==> src/rtl/fetch_unit.sv <==
// Instruction fetch stage: owns the PC, latches memory words into the IR,
// handles stall/jump/HALT and an optional return-address stack (FETCH_RAS_EN).
module fetch_unit #(
   parameter int                          PC_WIDTH          = 5,
   parameter int                          INSTRUCTION_WIDTH = 40,
   parameter int                          OPCODE_WIDTH      = 8,
   parameter logic [OPCODE_WIDTH-1:0]     HALT_OPCODE       = 8'hFF,
   parameter logic [PC_WIDTH-1:0]         RESET_PC          = '0,
   parameter int                          RAS_DEPTH         = 4
) (
   input  logic                         clk,
   input  logic                         rst_n,
   output logic [PC_WIDTH-1:0]          pc_o,
   input  logic [INSTRUCTION_WIDTH-1:0] instruction_i,
   input  logic                         stall_i,
   input  logic                         jump_i,
   input  logic [PC_WIDTH-1:0]          jump_target_i,
   input  logic                         call_i,
   input  logic                         ret_i,
   input  logic                         resume_i,
   output logic [INSTRUCTION_WIDTH-1:0] ir_o,
   output logic [PC_WIDTH-1:0]          ir_pc_o,
   output logic                         ir_valid_o,
   output logic                         halted_o,
   output logic                         ras_err_o
);

   typedef enum logic [1:0] {
      S_FILL,
      S_RUN,
      S_HALT
   } state_t;

   state_t                         r_state, w_state_nxt;
   logic [PC_WIDTH-1:0]            r_pc, w_pc_nxt;
   logic [INSTRUCTION_WIDTH-1:0]   r_ir, w_ir_nxt;
   logic [PC_WIDTH-1:0]            r_ir_pc, w_ir_pc_nxt;
   logic                           r_valid, w_valid_nxt;
   logic                           r_halted, w_halted_nxt;
   logic                           r_ras_err;

   logic                           w_run;
   logic                           w_redirect;
   logic [PC_WIDTH-1:0]            w_target;
   logic                           w_ras_err;
   logic [OPCODE_WIDTH-1:0]        w_opcode;
   logic                           w_is_halt;

   assign w_run     = (r_state != S_HALT);
   assign w_opcode  = instruction_i[INSTRUCTION_WIDTH-1 -: OPCODE_WIDTH];
   assign w_is_halt = (w_opcode == HALT_OPCODE);

`ifdef FETCH_RAS_EN
   localparam int PW = (RAS_DEPTH > 1) ? $clog2(RAS_DEPTH) : 1;
   localparam int CW = $clog2(RAS_DEPTH + 1);

   logic [PC_WIDTH-1:0] r_ras [RAS_DEPTH];
   logic [PW-1:0]       r_ras_ptr;
   logic [CW-1:0]       r_ras_cnt;
   logic [PW-1:0]       w_ptr_inc, w_ptr_dec;
   logic                w_full, w_empty;
   logic                w_push, w_pop;

   // Pointer marks the next free slot; wraps so a full push hits the oldest.
   assign w_ptr_inc = (r_ras_ptr == PW'(RAS_DEPTH - 1)) ? '0 : r_ras_ptr + 1'b1;
   assign w_ptr_dec = (r_ras_ptr == '0) ? PW'(RAS_DEPTH - 1) : r_ras_ptr - 1'b1;
   assign w_full    = (r_ras_cnt == CW'(RAS_DEPTH));
   assign w_empty   = (r_ras_cnt == '0);

   always_comb begin
      w_redirect = 1'b0;
      w_target   = jump_target_i;
      w_push     = 1'b0;
      w_pop      = 1'b0;
      w_ras_err  = 1'b0;
      if (w_run) begin
         if (call_i) begin
            w_redirect = 1'b1;
            w_push     = 1'b1;
            w_ras_err  = w_full;
         end else if (ret_i) begin
            w_redirect = 1'b1;
            w_pop      = ~w_empty;
            w_ras_err  = w_empty;
            w_target   = w_empty ? RESET_PC : r_ras[w_ptr_dec];
         end else if (jump_i) begin
            w_redirect = 1'b1;
         end
      end
   end

   always_ff @(posedge clk or negedge rst_n) begin
      if (!rst_n) begin
         r_ras_ptr <= '0;
         r_ras_cnt <= '0;
         for (int i = 0; i < RAS_DEPTH; i++) r_ras[i] <= '0;
      end else if (w_push) begin
         r_ras[r_ras_ptr] <= r_ir_pc + 1'b1;
         r_ras_ptr        <= w_ptr_inc;
         if (!w_full) r_ras_cnt <= r_ras_cnt + 1'b1;
      end else if (w_pop) begin
         r_ras_ptr <= w_ptr_dec;
         r_ras_cnt <= r_ras_cnt - 1'b1;
      end
   end
`else
   logic w_unused;

   assign w_unused   = ^{call_i, ret_i};
   assign w_redirect = w_run & jump_i;
   assign w_target   = jump_target_i;
   assign w_ras_err  = 1'b0;
`endif

   always_comb begin
      w_state_nxt  = r_state;
      w_pc_nxt     = r_pc;
      w_ir_nxt     = r_ir;
      w_ir_pc_nxt  = r_ir_pc;
      w_valid_nxt  = r_valid;
      w_halted_nxt = r_halted;
      case (r_state)
         S_FILL, S_RUN: begin
            w_state_nxt = S_RUN;
            if (w_redirect) begin
               w_pc_nxt    = w_target;
               w_valid_nxt = 1'b0;
            end else if (!stall_i) begin
               w_ir_nxt    = instruction_i;
               w_ir_pc_nxt = r_pc;
               w_valid_nxt = 1'b1;
               if (w_is_halt) begin
                  w_state_nxt  = S_HALT;
                  w_halted_nxt = 1'b1;
               end else begin
                  w_pc_nxt = r_pc + 1'b1;
               end
            end
         end
         S_HALT: begin
            w_valid_nxt = 1'b0;
            if (resume_i) begin
               w_pc_nxt     = r_pc + 1'b1;
               w_halted_nxt = 1'b0;
               w_state_nxt  = S_RUN;
            end
         end
         default: w_state_nxt = S_FILL;
      endcase
   end

   always_ff @(posedge clk or negedge rst_n) begin
      if (!rst_n) begin
         r_state   <= S_FILL;
         r_pc      <= RESET_PC;
         r_ir      <= '0;
         r_ir_pc   <= '0;
         r_valid   <= 1'b0;
         r_halted  <= 1'b0;
         r_ras_err <= 1'b0;
      end else begin
         r_state   <= w_state_nxt;
         r_pc      <= w_pc_nxt;
         r_ir      <= w_ir_nxt;
         r_ir_pc   <= w_ir_pc_nxt;
         r_valid   <= w_valid_nxt;
         r_halted  <= w_halted_nxt;
         r_ras_err <= w_ras_err;
      end
   end

   assign pc_o       = r_pc;
   assign ir_o       = r_ir;
   assign ir_pc_o    = r_ir_pc;
   assign ir_valid_o = r_valid;
   assign halted_o   = r_halted;
   assign ras_err_o  = r_ras_err;

endmodule
==> config.mk <==
export PLATFORM = sky130hd
export DESIGN_NAME = fetch_unit
export DESIGN_NICKNAME = d
export VERILOG_FILES = /design/src/rtl/fetch_unit.sv
export SDC_FILE = /design/constraint.sdc
export NUM_CORES = 1
export LEC_CHECK = 0
export CAP_MARGIN = 20
export CORE_UTILIZATION = 41
export CTS_CLUSTER_DIAMETER = 80
export DETAILED_ROUTE_END_ITERATION = 8
export PLACE_DENSITY = 0.84
export SLEW_MARGIN = 25
export SYNTH_ARGS = -nofsm -noshare
export SYNTH_HDL_FRONTEND = slang
export SYNTH_SLANG_ARGS = --single-unit
==> constraint.sdc <==
create_clock -name clk -period 1.6 [get_ports clk]
set_input_delay 0.32 -clock clk [delete_from_list [all_inputs] [get_ports clk]]
set_output_delay 0.32 -clock clk [all_outputs]
set_load 0.02 [all_outputs]
Yosys cells after proc, flatten, opt, wreduce, memory -nomap -nowiden --
Cells that the tools add are included.
Storage, ports and cells: register bits 54, input bits 52, output and inout bits 53, logic and storage cells 45
Operators by class: add/subtract/negate cells 1, equality and inequality tests 10, muxes and demuxes 18, bitwise operators 3, reductions and logical operators 7
Operator list (count):
- 2-to-1 mux 5 bit | 4
- != test 2 bit, second input constant | 5
- case mux 5 bit (2 select lines) | 1
- equality test 8 bit, second input constant | 1
- 2-to-1 mux 2 bit | 4
- 2-to-1 mux 1 bit | 6
- != test 3 bit, second input constant | 2
- adder 5 x 1 -> 5 bit, second input constant | 1
- AND reduction 5 bit | 1
- case mux 1 bit (2 select lines) | 2
- case mux 2 bit (2 select lines) | 1
- AND reduction 4 bit | 1
- AND reduction 3 bit | 1
- equality test 2 x 1 -> 1 bit, second input constant | 1
- equality test 2 bit, second input constant | 1
- logical NOT 2 bit | 1
- inverter 1 bit | 2
- AND reduction 2 bit | 1
- nonzero test 2 bit | 1
- OR reduction 2 bit | 1
- bitwise AND 1 bit | 1

Logic depth before layout (Yosys ltp) --
Gate-level depths: netlist (run 1).
depth in word-level cells 5, mapped depth 5

Least setup slack after synthesis (run 1) --
Ideal clock, no wire load.
path kind reg-to-reg, start point reg r_state[0], end point reg r_pc[1] (netlist: pc_o[1]), arrival 1.360 ns, required time 1.475 ns, path slack 0.115 ns, cell stages (with the launch flop) 5, path buffers 0, clock period less this slack 1.485 ns, cells stage by stage dfrtp_1 -> nand2b_2 -> nand2_1 -> mux2_2 -> mux2_2
Between the ends: word-level cells in the longest chain between the ends 4, elaborated cells on any way between the ends 13, those cells by class 6 x eq/ne; 2 x mux; 1 x bitwise; 4 x reduce/logical
Ends and longest elaborated chain:
- start: declaration | RTL line 34 | state_t r_state, w_state_nxt;
- start signal: assignment | RTL line 162 | r_state <= w_state_nxt;
- != test 2 bit (tied with other cells) | RTL line 49 | assign w_run = (r_state != S_HALT);
- bitwise AND 1 bit / OR reduction 2 bit (equally long branches) | RTL line 110, 122
- != test 3 bit (no source line) (tied with other cells)
- AND reduction 4 bit (no source line) / case mux 5 bit (2 select lines) (equally long branches)
- end signal: assignment | RTL line 163 | r_pc <= w_pc_nxt;
- end: declaration | RTL line 35 | logic [PC_WIDTH-1:0] r_pc, w_pc_nxt;
Several ways; a longest one is shown, not always the timed one. A chain may end at the register's enable or synchronous reset.

Worst setup path in the final report (run 1) --
start point reg r_ir[27] (netlist: ir_o[27]), end point out ir_o[27]
RTL lines:
- start: declaration | RTL line 36 | logic [INSTRUCTION_WIDTH-1:0] r_ir, w_ir_nxt;
- start signal: assignment | RTL line 164 | r_ir <= w_ir_nxt;
- end: declaration | RTL line 21 | output logic [INSTRUCTION_WIDTH-1:0] ir_o,
No word-level cell between the ends.

==> results.sh, run 1 <==
export IMPL_status="finished with violations"
export IMPL_violations="hold timing"
export IMPL_dp_cells=327
export IMPL_rows=26
export IMPL_diodes=0
export IMPL_worstReg2RegEnd="ir_o[26]"
export IMPL_drt_initial_drc_count=43
export IMPL_rrSetupSlack_ns=0.08
export IMPL_min_period_over_period_pct=97.9
export IMPL_synth_top_area_share_pct=59.9
export IMPL_slew_violations=0
export IMPL_finClkSkew_ns=0.00811
export IMPL_wire_per_inst_um=15.6
export IMPL_htree_levels=2
export IMPL_drt_total_wl_um=5210
export IMPL_die_h_um=76.2
export IMPL_peakVddDrop_uv=772
export IMPL_synth_top_area_cell="dfrtp_1"
export IMPL_path_buf_inv=1
export IMPL_cts_buffer_depth=2
export IMPL_worstPathArrival_ns=1.25
export IMPL_clock_tree_root_cell="clkbuf_8"
export IMPL_vias_per_cell=4.90
export IMPL_tritoncts="built"
export IMPL_synth_edf_count=0
export IMPL_antenna_found_initial=0
export IMPL_grt_overflow_total=0
export IMPL_postSynthNetCount=200
export IMPL_area_growth_pct=60.3
export IMPL_worstSetupPathType="reg2out"
export IMPL_path_delay_family="buffers and inverters"
export IMPL_die_area_um2=5810
export IMPL_pwr_density_cell_nw_per_um2=1080
export IMPL_max_clock_freq_mhz=638
export IMPL_route_detailed_drc=0
export IMPL_avgSynthCellArea_um2=15.4
export IMPL_die_w_um=76.2
export IMPL_port_buffers=101
export IMPL_clock_sink_count=54
export IMPL_synth_cells=147
export IMPL_cts_setup_buffers=0
export IMPL_synthFlopType="dfrtp_1"
export IMPL_fill_cells=390
export IMPL_dpl_hpwl_um=3530
export IMPL_drive_gt1_share_pct=30.2
export IMPL_final_nets=318
export IMPL_gp_congestion=0.779
export IMPL_synth_seq_cells=54
export IMPL_clk_latency_ns=0.29
export IMPL_critPathCaptureType="primary output"
export IMPL_synthDistinctLibCells=30
export IMPL_drv_cap=0
export IMPL_post_place_ws_ns=-0.332
export IMPL_layout_min_cycle_time_ns=1.57
export IMPL_netlist_top_cells_area="dfrtp_1, mux2_2, buf_6"
export IMPL_rr_worst_depth=3
export IMPL_worstPathCellList="clkdlybuf4s50_1"
export IMPL_worst_slack_ns=0.0334
export IMPL_clk_pin_slew_ns=0.10
export IMPL_ys_seq_area_share_pct=59.9
export IMPL_critPathLaunchType="flip-flop"
export IMPL_holdWs_ns=-0.00257
export IMPL_syn_cell_area_um2=2260
export IMPL_slowest_delay_ns=0.60
export IMPL_ant_nets=0
export IMPL_grt_max_degree=55
export IMPL_ys_top_cells_by_count="dfrtp_1, mux2_2, buf_6"
export IMPL_hp_class="in2async"
export IMPL_ys_warnings_count=0
export IMPL_cp_max_fo=2
export IMPL_core_um2=5200
export IMPL_p_leak_nw=1.79
export IMPL_cp_required_ns=1.28
export IMPL_setup_viol=0
export IMPL_cts_buffers=5
export IMPL_io_pins=105
export IMPL_start_util_pct=43.4
export IMPL_grt_pass1_wl_um=8090
export IMPL_synth_most_common_cell="dfrtp_1"
export IMPL_reg2reg_from="r_state[1]"
export IMPL_final_hold_violation_count=9
export IMPL_drt_pass1_iter_count=4
export IMPL_grt_pass1_vias=1726
export IMPL_vias=1643
export IMPL_async_flop_share_pct=100
export IMPL_slowest_stage="clkdlybuf4s50_1"
export IMPL_grt_total_usage_pct=17.6
export IMPL_setup_tns_ns=0
export IMPL_final_cells=335
==> cell type report <==
type / instances / area, um^2 / area share, %
flip-flops and latches: 54 / 1350 / 37.4
repair buffers: 118 / 1230 / 34.0
multi-input cells: 84 / 830 / 22.9
well taps: 70 / 87.6 / 2.42
clock buffers: 6 / 82.6 / 2.28
clock inverters: 1 / 30.0 / 0.830
inverters: 2 / 7.51 / 0.207
==> report_power, final <==
part | switching, mW | total (mW) | internal (mW) | leakage, nW
Sequential | 0.132 | 1.73 | 1.60 | 0.631
Clock | 0.415 | 0.916 | 0.501 | 0.0573
Combinational | 0.603 | 1.27 | 0.671 | 1.10
Total | 1.15 | 3.92 | 2.77 | 1.79
==> placed cells by master (no fill, tap or decap), types with 3 or more instances in the layout <==
cell / netlist / layout
dlymetal6s2s_1: 0 / 31
a2bb2oi_1: 3 / 3
dfrtp_1: 54 / 53
clkbuf_8: 0 / 6
nand4_1: 3 / 3
mux2i_1: 3 / 3
clkdlybuf4s50_1: 0 / 49
dlygate4sd2_1: 0 / 20
buf_4: 1 / 14
mux2_2: 47 / 47
==> logic make-up (layout without fill, tap and decap cells) <==
family                   count (synthesis)  count (layout)  share of synthesized area, %
other                                    1               1                         0.166
adder cells (fa/ha/maj)                  1               1                         0.554
multiplexers                            50              50                          24.8
flip-flops                              54              54                          59.9
buffers and inverters                    9             127                          3.66
AND/OR/NAND/NOR                         18              18                          6.15
AO/OA/AOI/OAI                           14              14                          4.82
==> per-layer routing <==
layer	up-vias	wire [um]	global-route usage, %
met1	807	2160	21.7
met2	64	2710	30.2
met4	0	17	3.46
li1	770	-	-
met3	2	321	5.75
met5	-	0	0
==> flip-flops by register name, summed over array words and instances, names as in the netlist <==
signal	flops
halted_o	1
r_state	2
ir_valid_o	1
pc_o	5
ir_pc_o	5
ir_o	40
==> worst max-delay path by stage <==
stage,start,end,slack [ns],cells after the start
finish,ir_o[27],ir_o[27],0.03,1
global route,ir_o[26],ir_o[26],-0.02,1
CTS,ir_pc_o[0],ir_pc_o[0],0.003,1
detailed placement,jump_i,pc_o[1],-0.33,5
global placement,jump_i,pc_o[1],-0.28,5
floorplan,r_state[0],pc_o[1],0.11,4
==> through the flow <==
step | power, mW | area [um^2] | hold slack (ns) | utilization (%)
floorplan | 2.38 | 2260 | 0.0244 | -
global placement | 3.09 | 3420 | 0.339 | 65.7
detailed placement | 3.12 | 3420 | 0.340 | 65.7
CTS | 3.98 | 3510 | 0.00616 | 67.4
global route | 4.11 | 3620 | 0.0197 | 69.5
finish | 3.92 | 3620 | -0.00257 | 69.5
==> timing repair <==
action	4_1_cts	5_1_grt
hold buffers	0	0
cloned	0	1
endpoints found under the setup margin	22	37
resized for setup	20	33
pin swaps	0	1
Note: power is estimated with default switching activity, not from simulation.
==> inputs of run 2 (changes only) <==
--- a/config.mk
+++ b/config.mk
@@ -6,10 +6,10 @@
 export NUM_CORES = 1
 export LEC_CHECK = 0
 export CAP_MARGIN = 20
-export CORE_UTILIZATION = 41
+export CORE_UTILIZATION = 44
 export CTS_CLUSTER_DIAMETER = 80
 export DETAILED_ROUTE_END_ITERATION = 8
-export PLACE_DENSITY = 0.84
+export PLACE_DENSITY = 0.89
 export SLEW_MARGIN = 25
 export SYNTH_ARGS = -nofsm -noshare
 export SYNTH_HDL_FRONTEND = slang
==> constraint.sdc (replaced) <==
create_clock -name clk -period 1.9 [get_ports clk]
set_input_delay 0.38 -clock clk [delete_from_list [all_inputs] [get_ports clk]]
set_output_delay 0.38 -clock clk [all_outputs]
set_load 0.02 [all_outputs]
==> run 2 against run 1 <==
Compared with the run above: the run now ends clean; flip-flop and latch count unchanged; global-route usage is 0.12 points higher; design area down 4.3%; sequential share of layout area grew 1.6 points; worst hold slack improved by 0.062 ns; first-iteration DRC count is 12% higher; count of clock-buffer cells in the layout fell by 1; critical path depth stayed put; non-clock buffer count shrank 6; critical path type unchanged.
==> results.sh, run 2 (synthesis results as in run 1) <==
export IMPL_slew_violations=0
export IMPL_die_w_um=73.6
export IMPL_cts_setup_buffers=0
export IMPL_route_detailed_drc=0
export IMPL_clock_sink_count=54
export IMPL_drive_gt1_share_pct=28.2
export IMPL_critPathLaunchType="flip-flop"
export IMPL_gp_congestion=0.778
export IMPL_setup_viol=0
export IMPL_layout_min_cycle_time_ns=1.81
export IMPL_slowest_delay_ns=0.65
export IMPL_start_util_pct=46.9
export IMPL_dpl_hpwl_um=3490
export IMPL_worstReg2RegEnd="pc_o[1]"
export IMPL_critPathCaptureType="primary output"
export IMPL_grt_total_usage_pct=17.7
export IMPL_final_nets=312
export IMPL_met3_usage_pct=5.62
export IMPL_die_h_um=73.6
export IMPL_grt_pass1_vias=1624
export IMPL_rr_worst_depth=4
export IMPL_final_hold_violation_count=0
export IMPL_peakVddDrop_uv=664
export IMPL_vias_per_cell=4.97
export IMPL_mostFrequentLayoutCells="clkdlybuf4s50_1, dfrtp_1, mux2_2"
export IMPL_die_area_um2=5420
export IMPL_clk_latency_ns=0.30
export IMPL_drt_pass1_iter_count=4
export IMPL_largest_register_ffs=40
export IMPL_path_buf_inv=1
export IMPL_worstPathCellList="clkdlybuf4s50_1"
export IMPL_grt_overflow_total=0
export IMPL_holdWs_ns=0.0595
export IMPL_wire_per_inst_um=14.3
export IMPL_io_pins=105
export IMPL_grt_pass1_wl_um=7200
export IMPL_finalInstanceArea_um2=3460
export IMPL_path_delay_family="buffers and inverters"
export IMPL_drt_initial_drc_count=48
export IMPL_busiest_layer="met2"
export IMPL_dpl_cell_area_um2=3380
export IMPL_antenna_found_initial=0
export IMPL_pwr_density_cell_nw_per_um2=918
export IMPL_use_met1_pct=21.1
export IMPL_diodes=0
export IMPL_finClkSkew_ns=0.00444
export IMPL_htree_levels=2
export IMPL_p_leak_nw=1.41
export IMPL_grt_max_degree=55
export IMPL_tritoncts="built"
export IMPL_port_buffers=101
export IMPL_clk_pin_slew_ns=0.09
export IMPL_cp_required_ns=1.52
export IMPL_cts_buffers=5
export IMPL_worstSetupPathType="reg2out"
export IMPL_slowest_stage="clkdlybuf4s50_1"
export IMPL_drt_total_wl_um=4680
export IMPL_rsz0062_at_grt="false"
export IMPL_rrSetupSlack_ns=0.30
export IMPL_layout_commonest_cell="clkdlybuf4s50_1"
export IMPL_fill_cells=349
export IMPL_drv_cap=0
export IMPL_cp_max_fo=8
export IMPL_min_period_over_period_pct=95.3
export IMPL_ctsResizeCount=0
export IMPL_core_um2=4820
export IMPL_max_clock_freq_mhz=552
export IMPL_grtUsageMet2_pct=29.5
export IMPL_cts_hold_buf=0
export IMPL_reg2reg_from="r_state[1]"
export IMPL_hp_class="in2async"
export IMPL_vias=1621
export IMPL_clock_tree_root_cell="clkbuf_8"
export IMPL_area_growth_pct=53.4
export IMPL_worstPathArrival_ns=1.43
export IMPL_cts_buffer_depth=2
export IMPL_ant_nets=0
export IMPL_rows=25
export IMPL_status="finished clean"
run 2: changes by cell type in the layout (fill, tap and decap cells not counted), moves of 2 or more:
cell / before / now
clkinvlp_4: 0 / 2
dlymetal6s2s_1: 31 / 0
dlygate4sd2_1: 20 / 0
clkdlybuf4s50_1: 49 / 100
buf_4: 14 / 9
run 2: layer usage:
metal | up-vias | share of wire, %
met2 | 65 | 48
met3 | 7 | 8.3
met1 | 787 | 42
li1 | 762 | -
met4 | 0 | 1.7
met5 | - | 0
run 2: worst max-delay path by stage:
stage	from	endpoint	cells after the start
floorplan	jump_i	ir_o[10]	4
global placement	jump_i	pc_o[1]	5
detailed placement	jump_i	pc_o[1]	5
CTS	pc_o[2]	pc_o[2]	1
global route	pc_o[2]	pc_o[2]	1
finish	pc_o[2]	pc_o[2]	1
run 2: through the flow:
step | setup TNS, ns | power (mW) | worst slack, ns | utilization [%] | cells
floorplan | 0 | 2.01 | 0.368 | - | 147
global placement | -0.664 | 2.57 | -0.0507 | 70.2 | 319
detailed placement | -0.725 | 2.61 | -0.0906 | 70.2 | 319
CTS | 0 | 3.22 | 0.0709 | 71.9 | 326
global route | 0 | 3.34 | 0.0282 | 71.9 | 326
finish | 0 | 3.18 | 0.0892 | 71.9 | 326
run 2: cell type report:
cell class	instances	area, um^2	area share [%]
Clock inverter	2	15.0	0.434
Tap cell	67	83.8	2.42
Inverter	2	7.51	0.217
Timing Repair Buffer	112	1110	32.2
Clock buffer	5	68.8	1.99
Sequential cell	54	1350	39.0
Multi-Input combinational cell	84	823	23.8
run 2: power by group:
part           switching, mW  internal, mW  total [mW]
clock                  0.353         0.252       0.605
sequential             0.127          1.34        1.47
combinational          0.481         0.621        1.10
total                  0.962          2.22        3.18
==> patch, RTL diff (flow settings as in run 1) <==
The parameter `PC_WIDTH` goes from 5 to 7.
--- a/src/rtl/fetch_unit.sv
+++ b/src/rtl/fetch_unit.sv
@@ -3,3 +3,3 @@
 module fetch_unit #(
-   parameter int                          PC_WIDTH          = 5,
+   parameter int                          PC_WIDTH          = 7,
    parameter int                          INSTRUCTION_WIDTH = 40,
Interface: changed (resized ir_pc_o, jump_target_i and pc_o); port bits go from 105 to 111. No check against the original RTL was run, so the function may have changed too.
==> patch against run 1 <==
Cell area grew 7.8%; sequential cell count grew 4; total power grew 13%; register-to-register slack gained 30 ps; final cell count rose by 13%; sequential power increased by 6%; non-clock buffer count up 8; synthesized area grew 9.0%; wire length increased by 8.5%; worst setup slack got worse by 9.0 ps; critical endpoint is now ir_o[10].
==> patch: results (changes against run 1) <==
[worst_setup_path]
cpPeakStageDelay_ps = 420  ; was 600 ps
crit_slowest_cell = clkdlybuf4s50_1  ; unchanged
crit_fanout = 20  ; was 2
cp.arrival_ps = 1780  ; was 1250 ps
reg2regPathDepth = 5  ; was 3
crit_family = buffers and inverters  ; unchanged

[run_status]
status = completed  ; was finished, violations left

[yosys]
synth_seq_area_share_pct = 59.0  ; was 59.9%
yosysUniqueCellTypes = 32  ; was 30
synth_area_leaders = dfrtp_1 59%, mux2_2 22%, buf_6 2.3%  ; was dfrtp_1 60%, mux2_2 23%, buf_6 3.0%
syn_nets = 229  ; was 200
synth_warnings = 0  ; unchanged
async_reset_ff_share_pct = 100  ; unchanged
synthTopCellsByCount = 58 x dfrtp_1, 47 x mux2_2, 6 x nand2_1, 5 x buf_6, 5 x nor2_1  ; was 54 x dfrtp_1, 47 x mux2_2, 6 x buf_6

[worst_hold_path]
hold_path.class = reg2reg  ; was in2async
min_path_cells = 1

[clocking]
numCtsBuffers = 9  ; was 5
cts.clk_slew.worst_paths_ps = 60  ; was 100 ps
cts_htree_levels = 3  ; was 2
worstSkewPairLatency_ps = 320  ; was 290 ps

[global_route]
grt_pass1_wl_um = 9230  ; was 8090 µm
grt_pass1_vias = 2060  ; was 1726
grt_max_degree = 59  ; was 55
track_usage_pct = 19.4  ; was 17.6%
antenna_found_initial = 0  ; unchanged

[final_layout]
nets = 356  ; was 318
drive_gt1_share_pct = 28.1  ; was 30.2%

[drt]
wirelength_um = 5650  ; was 5210 µm
dr.pass1.iters = 4  ; unchanged
vias = 1908  ; was 1643
drt_iter0_drc = 55  ; was 43

[placement]
finalWeightedCongestion = 0.800  ; was 0.779
dpl_worst_slack_ps = -304  ; was -332 ps
hpwl_um = 3920  ; was 3530 µm
port_buffers = 107  ; was 101
postPlaceCellArea_mm2 = 0.00371  ; was 0.00342 mm²

[timing]
fin_worst_skew_ps = 3.62  ; was 8.11 ps

[power]
irDropWorstVdd_uv = 807  ; was 772 µV
p_leak_uw = 0.00173  ; was 0.00179 µW

==> patch: metal layers <==
layer / up-vias / global-route usage, % / routed length [µm]
met1: 937 / 21.8 / 2250
met5: - / 0 / 0
met3: 11 / 6.63 / 473
met2: 75 / 32.1 / 2800
li1: 885 / - / -
met4: 0 / 10.7 / 126
==> patch: layout make-up <==
| class | count | area [µm²] |
|---|---|---|
| fill | 438 | 1740 |
| sequential | 58 | 1450 |
| timing repair buffer | 126 | 1220 |
| multi-input combinational | 105 | 933 |
| clock buffer | 14 | 163 |
| tap | 72 | 90.1 |
| clock inverter | 2 | 35.0 |
| inverter | 1 | 3.75 |
==> patch: cells by family after synthesis <==
| kind of cell | count (synthesis) | synth area share (%) |
|---|---|---|
| simple gates | 29 | 6.92 |
| buf+inv | 11 | 3.56 |
| flops | 58 | 59.0 |
| fa+ha+maj | 1 | 0.509 |
| other cells | 1 | 0.152 |
| mux | 51 | 23.1 |
| compound gates | 23 | 6.71 |
==> patch: path summary, 6_finish.rpt <==
kind                                from    endpoint  slack, ps
worst max-delay path              jump_i    ir_o[10]         20
worst min-delay path            ir_o[21]    ir_o[21]        500
worst max register to register   pc_o[1]     pc_o[6]        110
worst min register to register  ir_o[21]    ir_o[21]        500
max in group asynchronous          rst_n  r_state[1]        790
min in group asynchronous          rst_n  ir_pc_o[0]        530
==> patch: metrics by stage <==
| stage | setup TNS (ps) | util (%) | power, µW | std cells |
|---|---|---|---|---|
| global route | 0 | 69.2 | 4670 | 378 |
| floorplan | 0 | - | 2510 | 174 |
| detailed placement | -14730 | 65.7 | 3270 | 359 |
| finish | 0 | 69.2 | 4420 | 378 |
| CTS | 0 | 68.2 | 4460 | 376 |
| global placement | -13540 | 65.7 | 3240 | 359 |
==> patch: what timing repair did <==
| item | in CTS | in global routing |
|---|---|---|
| buffers inserted | 0 | 1 |
| hold buffers | 1 | 0 |
| gates cloned | 0 | 1 |
| endpoints found under the hold margin | 42 | 0 |
| setup endpoints to repair | 55 | 7 |
| pin swaps | 0 | 2 |
| gates resized for setup | 55 | 4 |
==> patch: power breakdown <==
| part | total (µW) | switching, µW | internal, µW |
|---|---|---|---|
| Sequential | 1840 | 136 | 1710 |
| Combinational | 1240 | 619 | 619 |
| Clock | 1340 | 537 | 804 |
